## src/rtl/es_seq_pkg.sv

```systemverilog
// Shared encodings for the expression-stack sequencer: command opcodes, ES micro-ops
// and the sequencer FSM state type.
package es_seq_pkg;

    typedef enum logic [2:0] {
        CMD_NOP     = 3'd0,
        CMD_PUSH    = 3'd1,
        CMD_POP     = 3'd2,
        CMD_DUP     = 3'd3,
        CMD_SWAP    = 3'd4,
        CMD_BINOP   = 3'd5,
        CMD_REPLACE = 3'd6,
        CMD_RSVD    = 3'd7
    } cmd_op_e;

    typedef enum logic [1:0] {
        ES_PUSH = 2'd0,
        ES_POP  = 2'd1,
        ES_WTOP = 2'd2,
        ES_HOLD = 2'd3
    } es_op_e;

    typedef enum logic [1:0] {
        ST_IDLE = 2'd0,
        ST_OP1  = 2'd1,
        ST_OP2  = 2'd2,
        ST_OP3  = 2'd3
    } seq_state_e;

endpackage

```

## src/rtl/es_depth_tracker.sv

```systemverilog
// Expression-stack entry counter plus push/pop legality flags.
// ES_DEPTH_CHECK_EN: saturating count with real legality flags; otherwise the count
// wraps and every operation is reported legal.
module es_depth_tracker #(
    parameter int DEPTH = 16,
    parameter int DW    = $clog2(DEPTH + 1)
) (
    input  logic          clk,
    input  logic          reset,
    input  logic          i_inc,
    input  logic          i_dec,
    output logic [DW-1:0] o_depth,
    output logic          o_ok_push,
    output logic          o_ok_pop1,
    output logic          o_ok_pop2
);

    localparam logic [DW-1:0] MAX = DW'(DEPTH);
    localparam logic [DW-1:0] ONE = DW'(1);

    logic [DW-1:0] r_depth;

    always_ff @(posedge clk) begin
        if (reset) begin
            r_depth <= '0;
        end else if (i_inc && !i_dec) begin
`ifdef ES_DEPTH_CHECK_EN
            if (r_depth != MAX) r_depth <= r_depth + ONE;
`else
            r_depth <= r_depth + ONE;
`endif
        end else if (i_dec && !i_inc) begin
`ifdef ES_DEPTH_CHECK_EN
            if (r_depth != '0) r_depth <= r_depth - ONE;
`else
            r_depth <= r_depth - ONE;
`endif
        end
    end

    assign o_depth = r_depth;

`ifdef ES_DEPTH_CHECK_EN
    assign o_ok_push = (r_depth < MAX);
    assign o_ok_pop1 = (r_depth != '0);
    assign o_ok_pop2 = (r_depth > ONE);
`else
    assign o_ok_push = 1'b1;
    assign o_ok_pop1 = 1'b1;
    assign o_ok_pop2 = 1'b1;
`endif

endmodule

```

## src/rtl/es_sequencer.sv

```systemverilog
// Expands one stack command per handshake into registered ESOp/ESAct/pushSrc cycles.
// Rejection of illegal depth commands is active only with ES_DEPTH_CHECK_EN defined.
//
// state   | meaning
// --------+--------------------------------------------------------------
// ST_IDLE | ready for a command; ES idle (hold)
// ST_OP1  | first micro-op (or NOP/err pulse) of the accepted command
// ST_OP2  | second micro-op of BINOP/SWAP
// ST_OP3  | third micro-op of SWAP
module es_sequencer
    import es_seq_pkg::*;
#(
    parameter int         WIDTH    = 16,
    parameter int         DEPTH    = 16,
    parameter logic [2:0] SRC_ALU  = 3'd1,
    parameter logic [2:0] SRC_TOSA = 3'd5,
    parameter logic [2:0] SRC_SEQ  = 3'd6
) (
    input  logic                         clk,
    input  logic                         reset,
    input  logic                         cmd_valid,
    input  logic [2:0]                   cmd_op,
    input  logic [2:0]                   cmd_src,
    output logic                         cmd_ready,
    input  logic [WIDTH-1:0]             tosRega,
    input  logic [WIDTH-1:0]             tosRegb,
    output logic [1:0]                   ESOp,
    output logic                         ESAct,
    output logic [2:0]                   pushSrc,
    output logic [WIDTH-1:0]             seq_data,
    output logic [$clog2(DEPTH+1)-1:0]   depth,
    output logic                         done,
    output logic                         err
);

    localparam int DW = $clog2(DEPTH + 1);

    seq_state_e       r_state, w_state_nxt;
    cmd_op_e          r_op, w_op_nxt;
    es_op_e           r_esop, w_esop_nxt;
    logic             r_esact, w_esact_nxt;
    logic [2:0]       r_pushsrc, w_pushsrc_nxt;
    logic [WIDTH-1:0] r_seq_data, w_seq_nxt;
    logic [WIDTH-1:0] r_seq_a, r_seq_b;
    logic             r_done, w_done_nxt;
    logic             r_err, w_err_nxt;

    logic             w_inc, w_dec, w_legal;
    logic             w_ok_push, w_ok_pop1, w_ok_pop2;
    logic             w_accept;
    cmd_op_e          w_cmd;
    logic [DW-1:0]    w_depth;

    assign w_cmd    = cmd_op_e'(cmd_op);
    assign w_accept = (r_state == ST_IDLE) && cmd_valid;

    es_depth_tracker #(
        .DEPTH (DEPTH),
        .DW    (DW)
    ) u_depth (
        .clk       (clk),
        .reset     (reset),
        .i_inc     (w_inc),
        .i_dec     (w_dec),
        .o_depth   (w_depth),
        .o_ok_push (w_ok_push),
        .o_ok_pop1 (w_ok_pop1),
        .o_ok_pop2 (w_ok_pop2)
    );

    always_comb begin
        w_legal = 1'b1;
        case (w_cmd)
            CMD_PUSH:              w_legal = w_ok_push;
            CMD_POP, CMD_REPLACE:  w_legal = w_ok_pop1;
            CMD_DUP:               w_legal = w_ok_push && w_ok_pop1;
            CMD_BINOP, CMD_SWAP:   w_legal = w_ok_pop2;
            default:               w_legal = 1'b1;
        endcase
    end

    always_ff @(posedge clk) begin
        if (reset) begin
            r_state    <= ST_IDLE;
            r_op       <= CMD_NOP;
            r_esop     <= ES_HOLD;
            r_esact    <= 1'b0;
            r_pushsrc  <= '0;
            r_seq_data <= '0;
            r_seq_a    <= '0;
            r_seq_b    <= '0;
            r_done     <= 1'b0;
            r_err      <= 1'b0;
        end else begin
            r_state    <= w_state_nxt;
            r_op       <= w_op_nxt;
            r_esop     <= w_esop_nxt;
            r_esact    <= w_esact_nxt;
            r_pushsrc  <= w_pushsrc_nxt;
            r_seq_data <= w_seq_nxt;
            r_done     <= w_done_nxt;
            r_err      <= w_err_nxt;
            // SWAP operands must be the values at accept; the pop changes the ES top
            if (w_accept) begin
                r_seq_a <= tosRega;
                r_seq_b <= tosRegb;
            end
        end
    end

    always_comb begin
        w_state_nxt   = r_state;
        w_op_nxt      = r_op;
        w_esop_nxt    = ES_HOLD;
        w_esact_nxt   = 1'b0;
        w_pushsrc_nxt = '0;
        w_seq_nxt     = r_seq_data;
        w_done_nxt    = 1'b0;
        w_err_nxt     = 1'b0;
        w_inc         = 1'b0;
        w_dec         = 1'b0;

        case (r_state)
            ST_IDLE: begin
                if (cmd_valid) begin
                    w_state_nxt = ST_OP1;
                    if (!w_legal) begin
                        w_err_nxt = 1'b1;
                        w_op_nxt  = CMD_NOP;
                    end else begin
                        w_op_nxt = w_cmd;
                        case (w_cmd)
                            CMD_PUSH: begin
                                w_esact_nxt   = 1'b1;
                                w_esop_nxt    = ES_PUSH;
                                w_pushsrc_nxt = cmd_src;
                                w_done_nxt    = 1'b1;
                                w_inc         = 1'b1;
                            end
                            CMD_POP: begin
                                w_esact_nxt = 1'b1;
                                w_esop_nxt  = ES_POP;
                                w_done_nxt  = 1'b1;
                                w_dec       = 1'b1;
                            end
                            CMD_DUP: begin
                                w_esact_nxt   = 1'b1;
                                w_esop_nxt    = ES_PUSH;
                                w_pushsrc_nxt = SRC_TOSA;
                                w_done_nxt    = 1'b1;
                                w_inc         = 1'b1;
                            end
                            CMD_REPLACE: begin
                                w_esact_nxt   = 1'b1;
                                w_esop_nxt    = ES_WTOP;
                                w_pushsrc_nxt = cmd_src;
                                w_done_nxt    = 1'b1;
                            end
                            CMD_BINOP: begin
                                w_esact_nxt = 1'b1;
                                w_esop_nxt  = ES_POP;
                                w_dec       = 1'b1;
                            end
                            CMD_SWAP: begin
                                w_esact_nxt = 1'b1;
                                w_esop_nxt  = ES_POP;
                            end
                            default: w_done_nxt = 1'b1;
                        endcase
                    end
                end
            end
            ST_OP1: begin
                w_state_nxt = ST_IDLE;
                if (r_op == CMD_BINOP) begin
                    w_state_nxt   = ST_OP2;
                    w_esact_nxt   = 1'b1;
                    w_esop_nxt    = ES_WTOP;
                    w_pushsrc_nxt = SRC_ALU;
                    w_done_nxt    = 1'b1;
                end else if (r_op == CMD_SWAP) begin
                    w_state_nxt   = ST_OP2;
                    w_esact_nxt   = 1'b1;
                    w_esop_nxt    = ES_WTOP;
                    w_pushsrc_nxt = SRC_SEQ;
                    w_seq_nxt     = r_seq_a;
                end
            end
            ST_OP2: begin
                w_state_nxt = ST_IDLE;
                if (r_op == CMD_SWAP) begin
                    w_state_nxt   = ST_OP3;
                    w_esact_nxt   = 1'b1;
                    w_esop_nxt    = ES_PUSH;
                    w_pushsrc_nxt = SRC_SEQ;
                    w_seq_nxt     = r_seq_b;
                    w_done_nxt    = 1'b1;
                end
            end
            default: w_state_nxt = ST_IDLE;
        endcase
    end

    assign cmd_ready = (r_state == ST_IDLE);
    assign ESOp      = r_esop;
    assign ESAct     = r_esact;
    assign pushSrc   = r_pushsrc;
    assign seq_data  = r_seq_data;
    assign depth     = w_depth;
    assign done      = r_done;
    assign err       = r_err;

endmodule

```

## config.mk

```make
export PLATFORM = sky130hd
export DESIGN_NAME = es_sequencer
export DESIGN_NICKNAME = d
export VERILOG_FILES = /design/src/rtl/es_seq_pkg.sv /design/src/rtl/es_depth_tracker.sv /design/src/rtl/es_sequencer.sv
export SDC_FILE = /design/constraint.sdc
export NUM_CORES = 1
export LEC_CHECK = 0
export BUFFER_PORTS_ARGS = -buffer_cell sky130_fd_sc_hd__clkbuf_2
export CAP_MARGIN = 5
export CORE_UTILIZATION = 56
export CTS_CLUSTER_DIAMETER = 40
export DETAILED_ROUTE_END_ITERATION = 10
export GPL_TIMING_DRIVEN = 0
export HOLD_SLACK_MARGIN = 0.1
export PLACE_DENSITY = 0.86
export SLEW_MARGIN = 20
export SYNTH_ARGS = -nofsm -noshare
export SYNTH_HDL_FRONTEND = slang
export SYNTH_SLANG_ARGS = --single-unit
```

## constraint.sdc

```tcl
create_clock -name clk -period 4.8 [get_ports clk]
set_clock_uncertainty 0.15 [all_clocks]
set_input_delay 0.72 -clock clk [delete_from_list [all_inputs] [get_ports clk]]
set_output_delay 0.72 -clock clk [all_outputs]
set_load 0.005 [all_outputs]
```

==> reports/results.ini, run 1 <==
[outcome]
status = finished, final reports clean

[power_and_ir_drop]
power.leakage_nw = 1.53
vdd_drop_max_mv = 0.191
p_sw_mw = 0.321
power.share.clock_pct = 41.6
power_frac_comb_pct = 12.0
power_density_nw_per_um2 = 367
pwr-share-seq_pct = 46.4
p_sw_share_pct = 25.4
power.total_mw = 1.26
intPower_mw = 0.939

[final_layout]
diodes = 0
fin_area_um2 = 3440
drive_gt1_share_pct = 26.0
multi_input_area_um2 = 1330
area_growth_pct = 23.2
layout.nets = 450
fillers = 393
regArea_um2 = 1300

[synthesis]
synth_seq_cells = 65
yosys_warnings = 0
synthArstFlopShare_pct = 0
ys_types = 39
syn_area_um2 = 2790
yosysSeqAreaShare_pct = 46.7
syn-num-nets = 372
synth_edf_count = 0
synthCells = 325
avgSynthCellArea_um2 = 8.58
ys.flop_type = dfxtp_1

[sta]
finalCritPeriodShare_pct = 68.3
fin_ws_ps = 1520
period_needed_ps = 3280
final_hold_viol_count = 0
worstMarginPinSlew_ps = 675
setup_viol = 0
whs_ps = 307
rsz0062_at_grt = no
setup_tns_ps = 0
slew_headroom_pct = 55.0
maxClockFrequency_ghz = 0.305
final-max-slew-violation-count = 0

[die]
core.rowCount = 25
pin_count = 71
coreArea_um2 = 4750
dieWidth_um = 72.6
die_area_um2 = 5270
initial_core_util_pct = 58.7
die_h_um = 72.6

[detailed_routing]
ant_nets = 0
vias = 2514
dr.pass1.iters = 4
wire_per_inst_um = 14.0
wl_mm = 6.63
drt-initial-drc-count = 151
drc_errors = 0
vias_per_cell = 5.29

[setup_path]
cp_common_cell = ha_1
critPathRequiredTime_ps = 4890
crit_chain = clkbuf_2 -> nor3b_1 -> clkbuf_1 -> nand2_1 -> ha_1 -> inv_1 -> ha_1 -> a21oi_1 -> a211oi_1 -> a31oi_1 -> mux2_2
arrival_ps = 3370
cpMaxStageDelayCell = nor3b_1
critPathLaunchType = input port
endpoint_kind = register
path_buf_inv = 3
crit_family = buffers and inverters
slowest_delay_ps = 460
critical_path_class = in2reg
cp_max_fo = 10

[clock_network]
cts_setup_buffers = 0
clk_pin_slew_ps = 80
tritoncts = built
cts_hold_buf = 0
cts_resized = 0
clk_path_buf_depth = 2
root_buffer = clkbuf_8
cts_htree_levels = 3
cts-buffers-inserted = 9
clkLatencyLatePin_ps = 340
cts_sinks = 65

[place]
placed_area_um2 = 3210
gp_congestion = 0.813
dp_hpwl_mm = 4.62
post-place-ws_ps = 1200
io_buffers = 67

[global_route]
antenna_found_initial = 0
grt_max_degree = 13
grt_pass1_vias = 2339
grtUsageTotal_pct = 26.8
top_usage_layer = met2
overflow = 0
grt_pass1_wl_mm = 10.6
grt_util_met2_pct = 44.0
grt_use_met1_pct = 33.2
met3_usage_pct = 6.35

[worst_hold_path]
hp-class = reg2reg

[job]
max_cap_viol_count = 0

[power groups by stage]
stage / logic, mW / registers [mW] / clock network (mW)
floorplan: 0.0974 / 0.594 / 0
global placement: 0.145 / 0.595 / 0
detailed placement: 0.149 / 0.597 / 0
CTS: 0.151 / 0.584 / 0.531
global route: 0.168 / 0.587 / 0.553
finish: 0.151 / 0.585 / 0.525
[layout make-up]
type	instances	share of cell area, %
plain buffers	26	4.04
clock buffers	10	4.01
clock inverters	6	2.62
inverters	5	0.546
multi-input cells	229	38.7
flip-flops and latches	65	37.9
well taps	67	2.44
repair buffers	67	9.76
[worst min-delay path, stage by stage (launching register included)]
cell	delay [ps]
dfxtp_1	310
nand2_1	50
a21oi_1	50
[cell usage in the layout (no fill, tap or decap), types with 2 or more instances in the layout]
cell type,count
nand2_1,78
clkbuf_2,67
dfxtp_1,65
a21oi_1,44
nor2_1,32
mux2i_1,16
clkbuf_1,14
a211oi_2,12
clkbuf_8,10
inv_1,5
nand2b_1,5
a211oi_1,5
ha_1,5
buf_6,4
o21ai_0,4
buf_2,3
buf_1,3
nand3b_1,3
buf_4,2
a31oi_1,2
o31ai_1,2
xor2_1,2
bufinv_16,2
[cells by family after synthesis]
kind of cell	count (synthesis)	synth area share, %
fa+ha+maj	6	2.96
mux	17	6.15
other cells	1	0.134
buf+inv	31	5.65
compound gates	76	18.8
xor+xnor	3	0.942
flops	65	46.7
simple gates	126	18.7
[cell usage after synthesis (5+ instances only)]
cell       n  share of area, %
nand2b_1   5               1.1
inv_1      5              0.67
clkbuf_1  14               1.9
dfxtp_1   65                47
mux2i_1   16               5.7
nand2_1   78                10
a211oi_1   5               1.3
a211oi_2  12               5.4
nor2_1    32               4.3
ha_1       5               2.2
a21oi_1   44               7.9
[stage by stage]
stage,utilization (%),std cells
floorplan,-,325
finish,72.3,475
global route,72.3,475
detailed placement,67.5,459
CTS,72.3,475
global placement,67.5,459
[final timing paths]
| kind | start | endpoint | slack (ps) | cells past startpoint |
|---|---|---|---|---|
| max | cmd_valid | u_depth.o_depth[4] | 1520 | 11 |
| min | r_op[1] | r_op[1] | 310 | 2 |
| max reg2reg | r_state[0] | u_depth.o_depth[4] | 1550 | 11 |
| min reg2reg | r_op[1] | r_op[1] | 310 | 2 |
[flip-flops by register name, summed over array words and instances (netlist names)]
signal           count
ESAct                1
ESOp                 2
done                 1
pushSrc              3
r_op                 3
r_seq_a             16
r_seq_b             16
r_state              2
seq_data            16
u_depth.o_depth      5
[routing by layer]
layer / vias up / wire length [um]
li1: 1249 / -
met1: 1174 / 2900
met2: 79 / 3240
met3: 12 / 360
met4: 0 / 127
met5: - / 0
(Power assumes the default switching activity.)
==> inputs of run 2 (changes only) <==
Settings changed: CORE_UTILIZATION 56 to 47, PLACE_DENSITY 0.86 to 0.77.
Clock period 4.8 ns to 3.01 ns, I/O delays scaled along.
==> run 2 against run 1 <==
Effect of this change: critical path depth did not move; sequential power rose by 59%; cell count grew 0.84%; setup slack got worse by 1300 ps; largest power group unchanged.
==> reports/results.ini, run 2 (synthesis gave the netlist of run 1 again) <==
[global_route]
grtUsageTotal_pct = 22.8  ; was 26.8%
grt_max_degree = 14  ; was 13
antenna_found_initial = 0  ; unchanged
grt_pass1_wl_mm = 10.7  ; was 10.6 mm
grt_pass1_vias = 2371  ; was 2339
overflow = 0  ; unchanged

[sta]
setup_tns_ps = 0  ; unchanged
whs_ps = 164  ; was 307 ps
final_hold_viol_count = 0  ; unchanged
worstMarginPinSlew_ps = 736  ; was 675 ps
setup_viol = 0  ; unchanged
finalCritPeriodShare_pct = 92.6
final-max-slew-violation-count = 0  ; unchanged
maxClockFrequency_ghz = 0.359
slew_headroom_pct = 50.9  ; was 55.0%
rsz0062_at_grt = no  ; unchanged
period_needed_ps = 2790

[clock_network]
cts_htree_levels = 3  ; unchanged
clkLatencyLatePin_ps = 350  ; was 340 ps
cts_setup_buffers = 0  ; unchanged
cts_sinks = 65  ; unchanged
clk_path_buf_depth = 2  ; unchanged
root_buffer = clkbuf_8  ; unchanged
cts-buffers-inserted = 9  ; unchanged
tritoncts = built  ; unchanged
clk_pin_slew_ps = 80  ; about the same

[detailed_routing]
wl_mm = 6.65  ; was 6.63 mm
ant_nets = 0  ; unchanged
dr.pass1.iters = 4  ; unchanged
vias = 2493  ; was 2514
drt-initial-drc-count = 147  ; was 151
drc_errors = 0  ; unchanged
vias_per_cell = 5.20  ; was 5.29
wire_per_inst_um = 13.9  ; was 14.0 um

[final_layout]
layout.nets = 449  ; was 450
final_common_cell = nand2_1  ; unchanged
drive_gt1_share_pct = 26.8  ; was 26.0%
fin_util_pct = 60.7  ; was 72.3%
layout_common_cells = 77 x nand2_1, 67 x clkbuf_2, 65 x dfxtp_1  ; was 78 x nand2_1, 67 x clkbuf_2, 65 x dfxtp_1
area_growth_pct = 22.1  ; was 23.2%
diodes = 0  ; unchanged
final_cells = 479  ; was 475

[die]
initial_core_util_pct = 49.7  ; was 58.7%
pin_count = 71  ; unchanged
die_area_um2 = 6250  ; was 5270 um^2
dieWidth_um = 79.0  ; was 72.6 um
die_h_um = 79.0  ; was 72.6 um
coreArea_um2 = 5610  ; was 4750 um^2
core.rowCount = 27  ; was 25

[setup_path]
critical_path_class = reg2reg  ; was in2reg
cp_max_fo = 10  ; unchanged
critPathLaunchType = register  ; was input port
critPathRequiredTime_ps = 3090  ; was 4890 ps
arrival_ps = 2870  ; was 3370 ps
endpoint_kind = register  ; unchanged

[power_and_ir_drop]
pwr-share-seq_pct = 50.6  ; was 46.4%
power.share.clock_pct = 36.3  ; was 41.6%
p_sw_share_pct = 28.7  ; was 25.4%
intPower_mw = 1.31  ; was 0.939 mW
power_frac_comb_pct = 13.2  ; was 12.0%
p_sw_mw = 0.529  ; was 0.321 mW
power_density_nw_per_um2 = 541  ; was 367 nW/um^2
vdd_drop_max_mv = 0.263  ; was 0.191 mV
power.total_mw = 1.84  ; was 1.26 mW
power.leakage_nw = 1.50  ; was 1.53 nW

[outcome]
status = finished, final reports clean  ; unchanged

[place]
dpl.cell_count = 464  ; was 459
io_buffers = 67  ; unchanged
gp_congestion = 0.833  ; was 0.813
dp_hpwl_mm = 4.69  ; was 4.62 mm

[job]
max_cap_viol_count = 0  ; unchanged

[worst_hold_path]
hp-class = in2reg  ; was reg2reg

==> run 2: cell count changes in the layout (fill, tap and decap cells not counted), moves of 2 or more <==
| cell | change |
|---|---|
| bufinv_16 | -2 |
| clkbuf_1 | -2 |
| clkinvlp_4 | +2 |
| inv_6 | +2 |
==> run 2: layer usage <==
metal | share of wire (%) | vias to the layer above | GRT usage, % | routed length (um)
met4 | 1.3 | 0 | 8.36 | 87
met2 | 48 | 88 | 38.4 | 3190
met3 | 7.3 | 9 | 5.40 | 482
met5 | 0 | - | 0 | 0
li1 | - | 1250 | - | -
met1 | 43 | 1146 | 28.1 | 2890
==> run 2: path summary, 6_finish.rpt <==
kind / start / endpoint / slack, ps / depth (start not counted)
worst max-delay path: r_state[0] / u_depth.o_depth[4] / 220 / 11
worst min register to register: r_seq_b[4] / r_seq_b[4] / 310 / 2
worst max register to register: r_state[0] / u_depth.o_depth[4] / 220 / 11
worst min-delay path: tosRegb[0] / r_seq_b[0] / 160 / 3
==> run 2: area by class of cell <==
class / instances / area, um^2
fillers: 534 / 2200
multi-input cells: 229 / 1340
clock buffers: 9 / 124
inverters: 5 / 18.8
flip-flops and latches: 65 / 1300
plain buffers: 25 / 139
clock inverters: 7 / 53.8
repair buffers: 67 / 335
well taps: 72 / 90.1
==> run 2: repair_timing <==
action	CTS	global route
hold buffers	0	0
endpoints found under the hold margin	0	0
pin swaps	0	1
endpoints found under the setup margin	1	1
resized for setup	2	5
==> run 2: power by group through the flow <==
stage                     combinational, mW  clock (mW)  sequential (mW)
final                                 0.243       0.668            0.932
after global routing                  0.272       0.714            0.937
after CTS                             0.242       0.673            0.932
after detailed placement              0.238           0            0.951
after global placement                0.231           0            0.950
after floorplan                       0.155           0            0.947
==> run 2: through the flow <==
step,instance area [um^2],setup WS [ps]
4_1_cts,3400,45.4
5_1_grt,3410,26.7
3_3_place_gp,3210,-275
6_report,3410,222
2_1_floorplan,2790,202
3_5_place_dp,3210,-293
==> run 2: worst max-delay path, stage by stage (launching register included) <==
cell      delay, ps
dfxtp_1         310
buf_6           130
nor3b_4         260
buf_4           220
nand2_1          70
ha_1            250
inv_1           160
ha_1            290
a21oi_1         200
a211oi_1        100
a31oi_1         180
mux2_2          350
